`config.mk`:
```
export PLATFORM = sky130hd
export DESIGN_NAME = serial_sub_ctrl_flat
export DESIGN_NICKNAME = d
export VERILOG_FILES = /design/src/rtl/serial_sub_ctrl_if.sv /design/src/rtl/serial_sub_ctrl.sv /design/src/flat_wrapper.sv
export SDC_FILE = /design/constraint.sdc
export NUM_CORES = 1
export LEC_CHECK = 0
export CAP_MARGIN = 20
export CORE_MARGIN = 10
export CORE_UTILIZATION = 25
export CTS_CLUSTER_SIZE = 40
export DETAILED_ROUTE_END_ITERATION = 7
export HOLD_SLACK_MARGIN = 0.08
export SLEW_MARGIN = 20
export SYNTH_ARGS = -nofsm -noshare
export SYNTH_HDL_FRONTEND = slang
export SYNTH_SLANG_ARGS = --single-unit
export TNS_END_PERCENT = 1
```
`constraint.sdc`:
```
create_clock -name clk -period 2.9 [get_ports clk]
set_input_delay 0.58 -clock clk [delete_from_list [all_inputs] [get_ports clk]]
set_output_delay 0.58 -clock clk [all_outputs]
set_load 0.01 [all_outputs]
```
`src/rtl/serial_sub_ctrl_if.sv`:
```
// Bus bundle for the bit-serial subtractor: request side (start/a/b) and
// result side (busy/done/diff/borrow_out/ovf).
interface serial_sub_ctrl_if #(
    parameter int unsigned WIDTH = 8
);
    logic             start;
    logic [WIDTH-1:0] a;
    logic [WIDTH-1:0] b;
    logic             busy;
    logic             done;
    logic [WIDTH-1:0] diff;
    logic             borrow_out;
    logic             ovf;

    // Requester drives operands, subtractor returns status and result.
    modport master (
        output start, a, b,
        input  busy, done, diff, borrow_out, ovf
    );

    modport slave (
        input  start, a, b,
        output busy, done, diff, borrow_out, ovf
    );
endinterface

```
`src/rtl/serial_sub_ctrl.sv`:
```
// Bit-serial subtractor: computes a - b one bit per clock, LSB first, then
// publishes diff, the final borrow and the signed overflow flag for one
// DONE cycle. Results hold until the next completion.
module serial_sub_ctrl #(
    parameter int unsigned WIDTH = 8
) (
    input  logic               clk,
    input  logic               rst_n,
    serial_sub_ctrl_if.slave   bus
);

    // Wide enough to hold WIDTH itself, so the final increment never wraps.
    localparam int unsigned CntW = $clog2(WIDTH + 1);

    typedef enum logic [1:0] {
        StIdle,
        StRun,
        StDone
    } state_e;

    state_e            state_q, state_d;
    logic [WIDTH-1:0]  a_sh_q, a_sh_d;
    logic [WIDTH-1:0]  b_sh_q, b_sh_d;
    logic [WIDTH-1:0]  res_q, res_d;
    logic [CntW-1:0]   cnt_q, cnt_d;
    logic              bin_q, bin_d;
    // Operand sign bits are kept aside because the shift registers lose them.
    logic              a_msb_q, a_msb_d;
    logic              b_msb_q, b_msb_d;
    logic [WIDTH-1:0]  diff_q, diff_d;
    logic              borrow_q, borrow_d;
    logic              ovf_q, ovf_d;

    logic              sub_d;
    logic              sub_bout;

    // One full-subtractor stage on the current LSBs.
    always_comb begin
        sub_d    = a_sh_q[0] ^ b_sh_q[0] ^ bin_q;
        sub_bout = (~a_sh_q[0] & b_sh_q[0]) | (~(a_sh_q[0] ^ b_sh_q[0]) & bin_q);
    end

    // Next-state and datapath update.
    always_comb begin
        state_d  = state_q;
        a_sh_d   = a_sh_q;
        b_sh_d   = b_sh_q;
        res_d    = res_q;
        cnt_d    = cnt_q;
        bin_d    = bin_q;
        a_msb_d  = a_msb_q;
        b_msb_d  = b_msb_q;
        diff_d   = diff_q;
        borrow_d = borrow_q;
        ovf_d    = ovf_q;

        unique case (state_q)
            StIdle: begin
                if (bus.start) begin
                    state_d = StRun;
                    a_sh_d  = bus.a;
                    b_sh_d  = bus.b;
                    a_msb_d = bus.a[WIDTH-1];
                    b_msb_d = bus.b[WIDTH-1];
                    bin_d   = 1'b0;
                    cnt_d   = '0;
                end
            end
            StRun: begin
                a_sh_d = a_sh_q >> 1;
                b_sh_d = b_sh_q >> 1;
                res_d  = {sub_d, res_q[WIDTH-1:1]};
                bin_d  = sub_bout;
                cnt_d  = cnt_q + CntW'(1);
                if (cnt_q == CntW'(WIDTH - 1)) begin
                    state_d  = StDone;
                    diff_d   = res_d;
                    borrow_d = sub_bout;
                    // The bit just produced is the result MSB.
                    ovf_d    = (a_msb_q != b_msb_q) && (sub_d != a_msb_q);
                end
            end
            StDone: begin
                state_d = StIdle;
            end
            default: begin
                state_d = StIdle;
            end
        endcase
    end

    // State and datapath registers with asynchronous clear.
    always_ff @(posedge clk or negedge rst_n) begin
        if (!rst_n) begin
            state_q  <= StIdle;
            a_sh_q   <= '0;
            b_sh_q   <= '0;
            res_q    <= '0;
            cnt_q    <= '0;
            bin_q    <= 1'b0;
            a_msb_q  <= 1'b0;
            b_msb_q  <= 1'b0;
            diff_q   <= '0;
            borrow_q <= 1'b0;
            ovf_q    <= 1'b0;
        end else begin
            state_q  <= state_d;
            a_sh_q   <= a_sh_d;
            b_sh_q   <= b_sh_d;
            res_q    <= res_d;
            cnt_q    <= cnt_d;
            bin_q    <= bin_d;
            a_msb_q  <= a_msb_d;
            b_msb_q  <= b_msb_d;
            diff_q   <= diff_d;
            borrow_q <= borrow_d;
            ovf_q    <= ovf_d;
        end
    end

    // Status is decoded straight from the state register.
    assign bus.busy       = (state_q == StRun);
    assign bus.done       = (state_q == StDone);
    assign bus.diff       = diff_q;
    assign bus.borrow_out = borrow_q;
    assign bus.ovf        = ovf_q;

endmodule

```
`src/flat_wrapper.sv`:
```
// flat-port wrapper written by rule: the top's interface ports become plain ports
module serial_sub_ctrl_flat 
#(
    parameter int unsigned WIDTH = 8
)
  (clk, rst_n, bus_start, bus_a, bus_b, bus_busy, bus_done, bus_diff, bus_borrow_out, bus_ovf);
  serial_sub_ctrl_if #(.WIDTH(WIDTH)) bus_i ();
  input  logic clk;
  input  logic rst_n;
  input wire logic [$bits(bus_i.start)-1:0] bus_start;
  input wire logic [$bits(bus_i.a)-1:0] bus_a;
  input wire logic [$bits(bus_i.b)-1:0] bus_b;
  output wire logic [$bits(bus_i.busy)-1:0] bus_busy;
  output wire logic [$bits(bus_i.done)-1:0] bus_done;
  output wire logic [$bits(bus_i.diff)-1:0] bus_diff;
  output wire logic [$bits(bus_i.borrow_out)-1:0] bus_borrow_out;
  output wire logic [$bits(bus_i.ovf)-1:0] bus_ovf;
  assign bus_i.start = bus_start;
  assign bus_i.a = bus_a;
  assign bus_i.b = bus_b;
  assign bus_busy = bus_i.busy;
  assign bus_done = bus_i.done;
  assign bus_diff = bus_i.diff;
  assign bus_borrow_out = bus_i.borrow_out;
  assign bus_ovf = bus_i.ovf;
  serial_sub_ctrl #(.WIDTH(WIDTH)) u_core (.clk(clk), .rst_n(rst_n), .bus(bus_i));
endmodule
```
==> flow_summary_export.csv <==
group,metric,value,unit
timing,grt_setup_unrepaired,"false",
floorplan,core_outline_area,7180,µm²
finish,antenna_cells_inserted,0,
synthesis,netlist_area_before_placement,1830,µm²
clock_network,worst_skew_pair.late_latency,0.29,ns
synthesis,post_syn_nets,183,
timing,timing.final.crit_period,2.30,ns
place,place.detailed.hpwl,2730,µm
routing,drt_first_pass_iters,4,
synthesis,yosysSeqAreaShare,0.574,
routing,wl_met1,1720,µm
timing,fin_crit_sh,0.792,
synthesis,synth.distinct_cells,30,
finish,nNetsFinal,214,
setup_path,cp_top_delay_family,"buffers and inverters",
timing,finalSetupTns,0,ns
global_route,antenna_found_initial,0,
global_route,via_count_of_the_first_global_routing_pass,1286,
floorplan,fp.dieArea,11200,µm²
place,gp_congestion,0.787,
clock_network,clk_pin_slew,0.08,ns
setup_path,worst_setup_path_end_kind,"output port",
routing,route.detailed.drc,0,
pwr,power.clock.fraction,0.173,
global_route,grt_start_max_net_pins,43,
synthesis,ys_ff_latch,42,
clock_network,cts-root-buf,"sky130_fd_sc_hd__clkbuf_8",
synthesis,synth_area_leader_cell,"sky130_fd_sc_hd__dfrtp_1",
setup_path,critical_path_buf_inv_count,2,
pwr,seqPwrFrac,0.460,
timing,max_clock_freq,0.435,GHz
timing,finClkSkew,0.00970,ns
timing,setup-violations-final,0,
pwr,p_int,1390,µW
timing,final_hold_viol_count,0,
synthesis,most_used_standard_cell_by_instance_count_after_synthesis,"sky130_fd_sc_hd__dfrtp_1",
setup_path,max_stage_delay,0.60,ns
routing,vias_per_cell,4.45,
routing,route.met2.wl,1760,µm
place,placement.io_buffers,30,
global_route,gr-total-overflow,0,
clock_network,tritoncts,"built",
routing,antenna_left,0,
finish,area_growth_syn_to_layout,24.9,%
routing,dr.first_iter.drc_count,107,
timing,final_slew_viol_count,0,
pwr,power.combinational.fraction,0.367,
setup_path,startpoint_type,"register",
synthesis,synth_warnings,0,
global_route,grt.total_usage,0.0719,
clock_network,post_cts_resized,0,
floorplan,die_width,106,µm
setup_path,worst_ep_arrival_time,1.72,ns
timing,tightest_slew,0.935,ns
pwr,switching_share,0.339,
synthesis,netlist_top_cells_count,"sky130_fd_sc_hd__dfrtp_1 (42), sky130_fd_sc_hd__nand2_1 (34), sky130_fd_sc_hd__o21ai_0 (16)",
finish,layout-drive-gt1-share,0.144,
setup_path,crit_path_top_delay_cell,"sky130_fd_sc_hd__clkdlybuf4s50_1",
setup_path,critical_path_required,2.32,ns
routing,routed-via-count,1305,
setup_path,worstPathCellList,"nand2b_4 > inv_2 > clkdlybuf4s50_1",
outcome,run_status,"complete, no violations",
clock_network,clock_sink_count,42,
finish,nFillCells,749,
pwr,total_power,2110,µW
floorplan,floorplan.initialDensity,0.255,
timing,relSlewSlack,0.377,
routing,met3RoutedLength,292,µm
clock_network,ctsLongestPathBuffers,2,
finish,layout.area.seq,1050,µm²
synthesis,avgSynthCellArea,11.3,µm²
synthesis,asyncSetResetFlopFracSynth,1.00,
setup_path,crit_fanout,14,
synthesis,postSynth.topFlopCell,"sky130_fd_sc_hd__dfrtp_1",
clock_network,cts-hold-fix-buffers,0,
finish,multiInputGateArea,691,µm²
setup_path,critPathKind,"register to output port",
routing,post_drt_wl_per_cell,13.0,µm
run,drv.max_cap_violation_count,0,
global_route,grt_first_pass_wirelength,6530,µm
routing,drt-total-wl,3810,µm
pwr,leakage,0.000977,µW
pwr,power-per-cell-area,921,nW/µm²
floorplan,fp-row-count,31,
floorplan,io-pin-count,31,
routing,top_layer_used,"met4",
clock_network,cts_made_buffers,5,
clock_network,cts-htree-levels,2,
pwr,power_switching,714,µW
synthesis,synth.area.top_cells,"sky130_fd_sc_hd__dfrtp_1 (57%), sky130_fd_sc_hd__mux2_2 (7.4%), sky130_fd_sc_hd__nand2_1 (7.0%)",
worst_hold_path,worst_hold_path_type,"input port to async pin",
clock_network,post_cts_buffers,0,
synthesis,synth_enable_flop_cells,0,
synthesis,netlist_instances,162,
synthesis,synth_top_area_frac,0.574,
pwr,max-vdd-ir-drop,231,µV
floorplan,die_h,106,µm
-- kinds of logic (layout without fill, tap and decap cells) --
| group | count (synthesis) | after routing | share of synthesized area |
|---|---|---|---|
| flip-flops | 42 | 42 | 0.574 |
| AO/OA/AOI/OAI | 43 | 43 | 0.154 |
| multiplexers | 13 | 13 | 0.0792 |
| buffers and inverters | 14 | 46 | 0.0492 |
| adder cells (fa/ha/maj) | 2 | 2 | 0.0178 |
| AND/OR/NAND/NOR | 48 | 48 | 0.126 |
-- sequential cells by signal, summed over array words and instances, names as in the netlist, 2 cells and up --
name	flops
u_core.cnt_q	4
u_core.state_q	2
u_core.bus.diff	8
u_core.a_sh_q	8
u_core.b_sh_q	8
u_core.res_q	7
-- area by class of cell --
type | count | share of cell area
clock buffers | 6 | 0.0317
clock inverters | 2 | 0.00601
inverters | 5 | 0.00820
multi-input cells | 106 | 0.302
flip-flops and latches | 42 | 0.459
well taps | 99 | 0.0541
repair buffers | 33 | 0.139
-- power by group through the flow --
stage                     Sequential (µW)  Clock [µW]  Combinational (µW)
after floorplan                       978           0                 515
after global placement                979           0                 773
after detailed placement              982           0                 788
after CTS                             971         381                 790
after global routing                 1000         411                 874
final                                 969         364                 774
-- placed cells by master, fill, tap and decap left out, types with 2 or more instances in the layout --
master / Yosys / final
sky130_fd_sc_hd__clkdlybuf4s50_1: 0 / 29
sky130_fd_sc_hd__clkbuf_8: 0 / 5
sky130_fd_sc_hd__nor2_1: 2 / 2
sky130_fd_sc_hd__nand2_1: 34 / 34
sky130_fd_sc_hd__a21oi_1: 4 / 4
sky130_fd_sc_hd__a22o_1: 4 / 4
sky130_fd_sc_hd__buf_4: 1 / 3
sky130_fd_sc_hd__o21ai_0: 16 / 16
sky130_fd_sc_hd__inv_1: 4 / 4
sky130_fd_sc_hd__mux2_2: 12 / 12
sky130_fd_sc_hd__dfrtp_1: 42 / 42
sky130_fd_sc_hd__a22oi_1: 14 / 14
sky130_fd_sc_hd__nor2b_1: 5 / 5
-- metal layers --
| metal | up-vias | GRT usage |
|---|---|---|
| met3 | 5 | 0.0359 |
| met1 | 637 | 0.0881 |
| met5 | - | 0 |
| li1 | 627 | - |
| met4 | 0 | 0.0261 |
| met2 | 36 | 0.107 |
-- through the flow --
step / setup WS (ns) / util / area [µm²] / hold slack, ns / cells
after global routing: 0.485 / 0.319 / 2290 / 0.494 / 293
final: 0.602 / 0.319 / 2290 / 0.416 / 293
after CTS: 0.575 / 0.319 / 2290 / 0.462 / 293
after detailed placement: 0.703 / 0.307 / 2200 / 0.469 / 285
after floorplan: 1.36 / - / 1830 / 0.284 / 162
after global placement: 0.768 / 0.307 / 2200 / 0.458 / 285
-- path summary, 6_finish.rpt --
kind                       cells after the start            endpoint         startpoint  slack (ns)
min                                            1     u_core.res_q[1]              rst_n        0.42
max reg2reg                                    4  u_core.bus.diff[6]    u_core.cnt_q[0]        1.22
min reg2reg                                    2     u_core.res_q[1]    u_core.res_q[1]        0.48
max                                            3            bus_busy  u_core.state_q[1]        0.60
min in group clk                               2     u_core.res_q[1]    u_core.res_q[1]        0.48
max in group asynchronous                      1     u_core.res_q[6]              rst_n        1.89
Note: power is estimated with default switching activity, not from simulation.
